**src/rtl/video_sched_pkg.sv**
```systemverilog
// Shared types and constants for the video_gen frame scheduler.
// State encoding, config register map and default 1080p timing.
package video_sched_pkg;

  typedef enum logic [1:0] {
    IDLE,
    LOAD,
    RUN,
    GAP
  } state_e;

  localparam logic [2:0] A_H_ACTIVE  = 3'd0;
  localparam logic [2:0] A_H_TOTAL   = 3'd1;
  localparam logic [2:0] A_V_ACTIVE  = 3'd2;
  localparam logic [2:0] A_V_TOTAL   = 3'd3;
  localparam logic [2:0] A_FRAME_GAP = 3'd4;
  localparam logic [2:0] A_FRAME_CNT = 3'd5;

  localparam int DEF_H_ACTIVE = 1920;
  localparam int DEF_H_TOTAL  = 2200;
  localparam int DEF_V_ACTIVE = 1080;
  localparam int DEF_V_TOTAL  = 1125;

endpackage

```
**src/rtl/vgen_frame_end_det.sv**
```systemverilog
// Registers valid_frame from video_gen and emits a one-cycle
// frame-end pulse on its falling edge.
module vgen_frame_end_det (
  input  logic clk,
  input  logic rst,
  input  logic valid_frame_i,
  output logic frame_end_o
);

  logic vf_q;
  logic fe_q;

  always_ff @(posedge clk or negedge rst) begin
    if (!rst) begin
      vf_q <= 1'b0;
      fe_q <= 1'b0;
    end else begin
      vf_q <= valid_frame_i;
      fe_q <= vf_q & ~valid_frame_i;
    end
  end

  assign frame_end_o = fe_q;

endmodule

```
**src/rtl/video_gen_sched.sv**
```systemverilog
// Frame scheduler / config controller for video_gen.
// Optional watchdog: define FRAME_TIMEOUT_EN.
module video_gen_sched
  import video_sched_pkg::*;
#(
  parameter int CNT_W        = 16,
  parameter int DEF_H_ACT    = DEF_H_ACTIVE,
  parameter int DEF_H_TOT    = DEF_H_TOTAL,
  parameter int DEF_V_ACT    = DEF_V_ACTIVE,
  parameter int DEF_V_TOT    = DEF_V_TOTAL,
  parameter int TIMEOUT_W    = 24
) (
  input  logic             clk,
  input  logic             rst,
  input  logic             cfg_wr_valid,
  output logic             cfg_wr_ready,
  input  logic [2:0]       cfg_addr,
  input  logic [CNT_W-1:0] cfg_data,
  input  logic             start,
  input  logic             stop,
  input  logic             gen_valid_frame,
  output logic             gen_en,
  output logic [CNT_W-1:0] h_active_o,
  output logic [CNT_W-1:0] h_total_o,
  output logic [CNT_W-1:0] v_active_o,
  output logic [CNT_W-1:0] v_total_o,
  output logic             frame_done,
  output logic             busy,
  output logic [CNT_W-1:0] frames_sent,
  output logic             cfg_err,
  output logic             timeout_o
);

  state_e state_q, state_d;

  logic [CNT_W-1:0] sh_ha_q, sh_ht_q, sh_va_q, sh_vt_q;
  logic [CNT_W-1:0] ha_q, ht_q, va_q, vt_q;
  logic [CNT_W-1:0] gap_q, fcnt_q;
  logic [CNT_W-1:0] gcnt_q, gcnt_d;
  logic [CNT_W-1:0] fs_q, fs_d, fs_inc;
  logic             pend_q, pend_d;
  logic             err_q, err_d;
  logic             done_q, done_d;
  logic             to_q, to_d;
  logic             fe, wr, cfg_ok, fs_last, wd_hit;

  vgen_frame_end_det u_fe (
    .clk           (clk),
    .rst           (rst),
    .valid_frame_i (gen_valid_frame),
    .frame_end_o   (fe)
  );

  assign cfg_wr_ready = (state_q != LOAD);
  assign wr           = cfg_wr_valid & cfg_wr_ready;

  always_ff @(posedge clk or negedge rst) begin
    if (!rst) begin
      sh_ha_q <= CNT_W'(DEF_H_ACT);
      sh_ht_q <= CNT_W'(DEF_H_TOT);
      sh_va_q <= CNT_W'(DEF_V_ACT);
      sh_vt_q <= CNT_W'(DEF_V_TOT);
      gap_q   <= '0;
      fcnt_q  <= '0;
    end else if (wr) begin
      case (cfg_addr)
        A_H_ACTIVE:  sh_ha_q <= cfg_data;
        A_H_TOTAL:   sh_ht_q <= cfg_data;
        A_V_ACTIVE:  sh_va_q <= cfg_data;
        A_V_TOTAL:   sh_vt_q <= cfg_data;
        A_FRAME_GAP: gap_q   <= cfg_data;
        A_FRAME_CNT: fcnt_q  <= cfg_data;
        default: ;
      endcase
    end
  end

  always_ff @(posedge clk or negedge rst) begin
    if (!rst) begin
      ha_q <= CNT_W'(DEF_H_ACT);
      ht_q <= CNT_W'(DEF_H_TOT);
      va_q <= CNT_W'(DEF_V_ACT);
      vt_q <= CNT_W'(DEF_V_TOT);
    end else if (state_q == LOAD) begin
      ha_q <= sh_ha_q;
      ht_q <= sh_ht_q;
      va_q <= sh_va_q;
      vt_q <= sh_vt_q;
    end
  end

  assign cfg_ok = (sh_ha_q != '0) && (sh_va_q != '0) &&
                  (sh_ha_q < sh_ht_q) && (sh_va_q < sh_vt_q);

  assign fs_inc  = (&fs_q) ? fs_q : fs_q + 1'b1;
  assign fs_last = (fcnt_q != '0) && (fs_inc == fcnt_q);

`ifdef FRAME_TIMEOUT_EN
  logic [TIMEOUT_W-1:0] wd_q;

  // Restarts on every frame end and whenever RUN is (re)entered.
  always_ff @(posedge clk or negedge rst) begin
    if (!rst) begin
      wd_q <= '0;
    end else if (state_q != RUN || fe) begin
      wd_q <= '0;
    end else begin
      wd_q <= wd_q + 1'b1;
    end
  end

  assign wd_hit = (state_q == RUN) && (&wd_q);
`else
  logic unused_tw;
  assign unused_tw = |TIMEOUT_W;
  assign wd_hit    = 1'b0;
`endif

  always_comb begin
    state_d = state_q;
    gcnt_d  = gcnt_q;
    fs_d    = fs_q;
    pend_d  = pend_q;
    err_d   = err_q;
    to_d    = to_q;
    done_d  = 1'b0;
    unique case (state_q)
      IDLE: begin
        if (start && !stop) begin
          fs_d    = '0;
          err_d   = 1'b0;
          to_d    = 1'b0;
          state_d = LOAD;
        end
      end
      LOAD: begin
        if (stop) pend_d = 1'b1;
        if (!cfg_ok) begin
          err_d   = 1'b1;
          state_d = IDLE;
        end else begin
          state_d = RUN;
        end
      end
      RUN: begin
        if (stop) pend_d = 1'b1;
        if (fe) begin
          done_d = 1'b1;
          fs_d   = fs_inc;
          if (pend_q || stop || fs_last) begin
            state_d = IDLE;
          end else if (gap_q == '0) begin
            state_d = LOAD;
          end else begin
            state_d = GAP;
            gcnt_d  = gap_q;
          end
        end else if (wd_hit) begin
          to_d    = 1'b1;
          state_d = IDLE;
        end
      end
      GAP: begin
        if (stop) begin
          state_d = IDLE;
        end else if (gcnt_q == CNT_W'(1)) begin
          state_d = LOAD;
        end else begin
          gcnt_d = gcnt_q - 1'b1;
        end
      end
      default: state_d = IDLE;
    endcase
    if (state_d == IDLE) pend_d = 1'b0;
  end

  always_ff @(posedge clk or negedge rst) begin
    if (!rst) begin
      state_q <= IDLE;
      gcnt_q  <= '0;
      fs_q    <= '0;
      pend_q  <= 1'b0;
      err_q   <= 1'b0;
      done_q  <= 1'b0;
      to_q    <= 1'b0;
    end else begin
      state_q <= state_d;
      gcnt_q  <= gcnt_d;
      fs_q    <= fs_d;
      pend_q  <= pend_d;
      err_q   <= err_d;
      done_q  <= done_d;
      to_q    <= to_d;
    end
  end

  assign gen_en      = (state_q == RUN);
  assign busy        = (state_q != IDLE);
  assign h_active_o  = ha_q;
  assign h_total_o   = ht_q;
  assign v_active_o  = va_q;
  assign v_total_o   = vt_q;
  assign frame_done  = done_q;
  assign frames_sent = fs_q;
  assign cfg_err     = err_q;
  assign timeout_o   = to_q;

endmodule

```
**config.mk**
```make
export PLATFORM = sky130hd
export DESIGN_NAME = video_gen_sched
export DESIGN_NICKNAME = d
export VERILOG_FILES = /design/src/rtl/video_sched_pkg.sv /design/src/rtl/vgen_frame_end_det.sv /design/src/rtl/video_gen_sched.sv
export SDC_FILE = /design/constraint.sdc
export NUM_CORES = 1
export LEC_CHECK = 0
export ABC_AREA = 1
export CORE_MARGIN = 8
export CORE_UTILIZATION = 30
export DETAILED_ROUTE_END_ITERATION = 8
export GPL_TIMING_DRIVEN = 0
export HOLD_SLACK_MARGIN = 0.12
export SYNTH_ARGS = -nofsm -noshare
export SYNTH_HDL_FRONTEND = slang
export SYNTH_HIERARCHICAL = 1
export SYNTH_SLANG_ARGS = --single-unit
```
**constraint.sdc**
```tcl
create_clock -name clk -period 3.14 [get_ports clk]
set_clock_uncertainty 0.1 [all_clocks]
set_input_delay 0.628 -clock clk [delete_from_list [all_inputs] [get_ports clk]]
set_output_delay 0.628 -clock clk [all_outputs]
set_load 0.01 [all_outputs]
```
==> metrics.txt <==
outcome completed; Worst Setup End Kind output pin; first-pass GRT wire length ~46,000 um; core footprint between 0.03 and 0.04 mm^2; Max Cap Violations 0; Worst-Margin Slew about 0.85 ns; final wirelength between 20,000 and 30,000 um; Post-Synthesis Cells roughly 1.2k; sequential fraction of the synthesis area around half; post-synthesis compound-gate area fraction a little under an eighth; reg2reg path depth 20; wire per inst about 16 um; Hold Crit Class reg2reg; via count roughly 8.2k; #FFs+latches synth roughly 200; mean post-synth cell area just over 8 um^2; Hold Path Stages 2; CTS tree done; GP Congestion between 0.8 and 0.9; vias in the first global route between 8k and 9k; Final min period 2.901 ns; clk_lat worst skew 0.43 ns; fmax 344.7 MHz; clk slew on worst S/H paths 0.09 ns; DR vias/cell ~4.8; XOR/XNOR Fraction of Synth Area less than 1%; Final period util slightly above 90%; CP max stage cell clkdlybuf4s50_1; # rows 65; placed wire-length estimate roughly 21,000 um; Worst Path Required around 2.4 ns; layout cell share with drive strength beyond 1 approximately 7.7%; Num CTS Buffers 17; synth warn 6; Distinct cells, synth 39; initial antenna violation count 1; input/output buffers about 110; final antenna-violating net count 0; CP Data Arrival Time between 2 and 2.5 ns; RSZ-0062 raised after global routing no; worst r2r src frames_sent[0]; drt drc 0; clock root buffer clkbuf_16; worst r2r dst gcnt_q[7]; simple-gate share of the synthesized area 23.62%; Peak VDD IR 0.0005099 V; Nets ~1.4k; largest family of logic cells by synthesized area simple AND/OR/NAND/NOR gates; prevailing post-synth register cell dfrtp_1; leak pwr approximately 5.5 nW; fillcell total 3,182; worst rel slew slack between 40% and 50%; grt total ovfl 0; die area 0.03829 mm^2; Boundary Pins between 100 and 150; Max clock buf depth 2; Mapped Area 0.009684 mm^2; die height a little under 200 um; max-slew violation count 0; syn_nets between 1k and 1.5k; adder-cell share of the synthesized area a little under 5%; worst setup path category reg2out; Max H-tree Level 4; FF-to-FF setup slack approximately 0.27 ns; Core Util, Final between 30 and 40%; Post-synth EDFFs 0; DR iter-0 viols between 600 and 700; die width ~200 um; crit-path max FO 19; post-synthesis mux area share 0%; Setup violations, final 0; startpoint types register; Hold WS roughly 0.37 ns; Initial Utilization between 30% and 40%; first drt pass iteration count 5; Sink Count slightly below 200; Fin. Hold Viols 0; largest net degree at the start of global routing about 110; synthesis-to-finish area growth 23.11%; setup bufs post-CTS 0; max incr delay on CP between 0.6 and 0.7 ns; pwr dens about 930 mW/mm^2; WHS Endpoint v_active_o[5]; async set or reset register ratio after synthesis 100.0%; min-delay src v_active_o[5]; crit-path cells inv_1 > ha_2 > inv_2 > clkdlybuf4s50_1; Tot GR Track Use 14.83%; final setup TNS 0 ns
cell type report:
class / count / area (um^2) / share of cell area [%]
Timing Repair Buffer: 111 / 1134 / 9.508
Sequential cell: 199 / 5022 / 42.12
Clock inverter: 15 / 178.9 / 1.501
Antenna cell: 1 / 2.502 / 0.02099
Inverter: 126 / 474.2 / 3.977
Buffer: 42 / 192.7 / 1.616
Clock buffer: 17 / 425.4 / 3.568
Multi-Input combinational cell: 807 / 3990 / 33.47
Tap cell: 402 / 503.0 / 4.219
power by group:
group	switching (mW)	internal, mW
registers	0.860	3.74
logic	2.46	1.81
clock network	1.14	1.08
synthesized netlist by cell type (2+ instances only):
cell type	number	share of area (%)
dfstp_2	34	9.2
clkbuf_1	37	1.4
o21ai_1	9	0.47
nor2_4	2	0.23
nand4_1	17	1.1
o21a_1	4	0.31
a21oi_1	25	1.3
o211ai_1	2	0.15
inv_2	3	0.12
buf_6	4	0.47
nor2_1	48	1.9
nand2_2	6	0.39
o21ai_0	159	8.2
dfrtp_1	165	43
o31ai_1	4	0.31
xor2_1	7	0.63
nor4_1	17	1.1
inv_1	122	4.7
nor3_1	5	0.26
o211ai_2	4	0.52
nand3_2	2	0.21
o22ai_1	5	0.32
ha_1	38	4.9
nand2_1	376	15
nand3_1	62	3.2
nor2_2	6	0.39
worst max-delay path: cells and delay by family (launching register included):
family / cells / cell delay (ns)
buffers and inverters: 3 / 1.01
adders and majority gates: 1 / 0.29
DFF: 1 / 0.42
routing by layer:
metal / track usage (%) / wire length, um
met5: 0 / 0
met4: 4.155 / 443
met3: 2.584 / 1431
met2: 23.36 / 12580
met1: 20.67 / 13430
registers in the layout, summed over array words and instances (netlist names), 2 cells and up:
register     cells
v_total_o       16
gap_q           16
frames_sent     16
h_total_o       16
gcnt_q          16
fcnt_q          16
h_active_o      16
v_active_o      16
sh_ha_q         16
sh_vt_q         16
state_q          2
sh_ht_q         16
sh_va_q         16
stage by stage:
step	worst slack [ns]	power (mW)	cells	instance area [um^2]
after floorplan	0.6547	7.066	1176	9684
after CTS	0.1880	11.21	1719	11920
after global routing	0.0001426	12.07	1719	11920
final	0.2392	11.09	1720	11920
after global placement	-7.070	8.813	1687	11280
after detailed placement	0.06009	8.942	1688	11310
cells by family after synthesis:
| kind of cell | after synthesis |
|---|---|
| and+or+nand+nor | 544 |
| AOI/OAI and AO/OA | 216 |
| DFF | 199 |
| buffers and inverters | 170 |
| adders and majority gates | 38 |
| xor gates and xnor gates | 8 |
| other | 1 |
what timing repair did:
action | 4_1_cts | 5_1_grt
setup endpoints to repair | 1 | 0
resized for setup | 1 | 0
hold buffers | 1 | 0
endpoints found under the hold margin | 2 | 0
cell usage in the layout (no fill, tap or decap), types with 5 or more instances in the layout:
| cell | instances |
|---|---|
| nand3_1 | 62 |
| o22ai_1 | 5 |
| nand4_1 | 17 |
| xor2_1 | 7 |
| nor2_1 | 48 |
| nand2_2 | 6 |
| nand2_1 | 376 |
| clkdlybuf4s50_1 | 108 |
| o21ai_0 | 159 |
| dfstp_2 | 34 |
| clkinv_8 | 5 |
| clkbuf_16 | 17 |
| nor4_1 | 17 |
| ha_1 | 37 |
| nor2_2 | 6 |
| a21oi_1 | 25 |
| dfrtp_1 | 165 |
| inv_1 | 122 |
| o21ai_1 | 9 |
| clkbuf_1 | 35 |
| nor3_1 | 5 |
worst max-delay path by stage:
stage / cells past startpoint / endpoint / from / slack (ns)
6_report: 4 / cfg_wr_ready / state_q[1] / 0.24
5_1_grt: 20 / gcnt_q[8] / frames_sent[0] / 0.0001
4_1_cts: 4 / cfg_wr_ready / state_q[1] / 0.19
3_5_place_dp: 6 / cfg_wr_ready / state_q[1] / 0.06
3_3_place_gp: 1 / u_fe/vf_q / rst / -7.07
2_1_floorplan: 20 / gcnt_q[7] / frames_sent[0] / 0.65
Note: power is estimated with default switching activity, not from simulation.
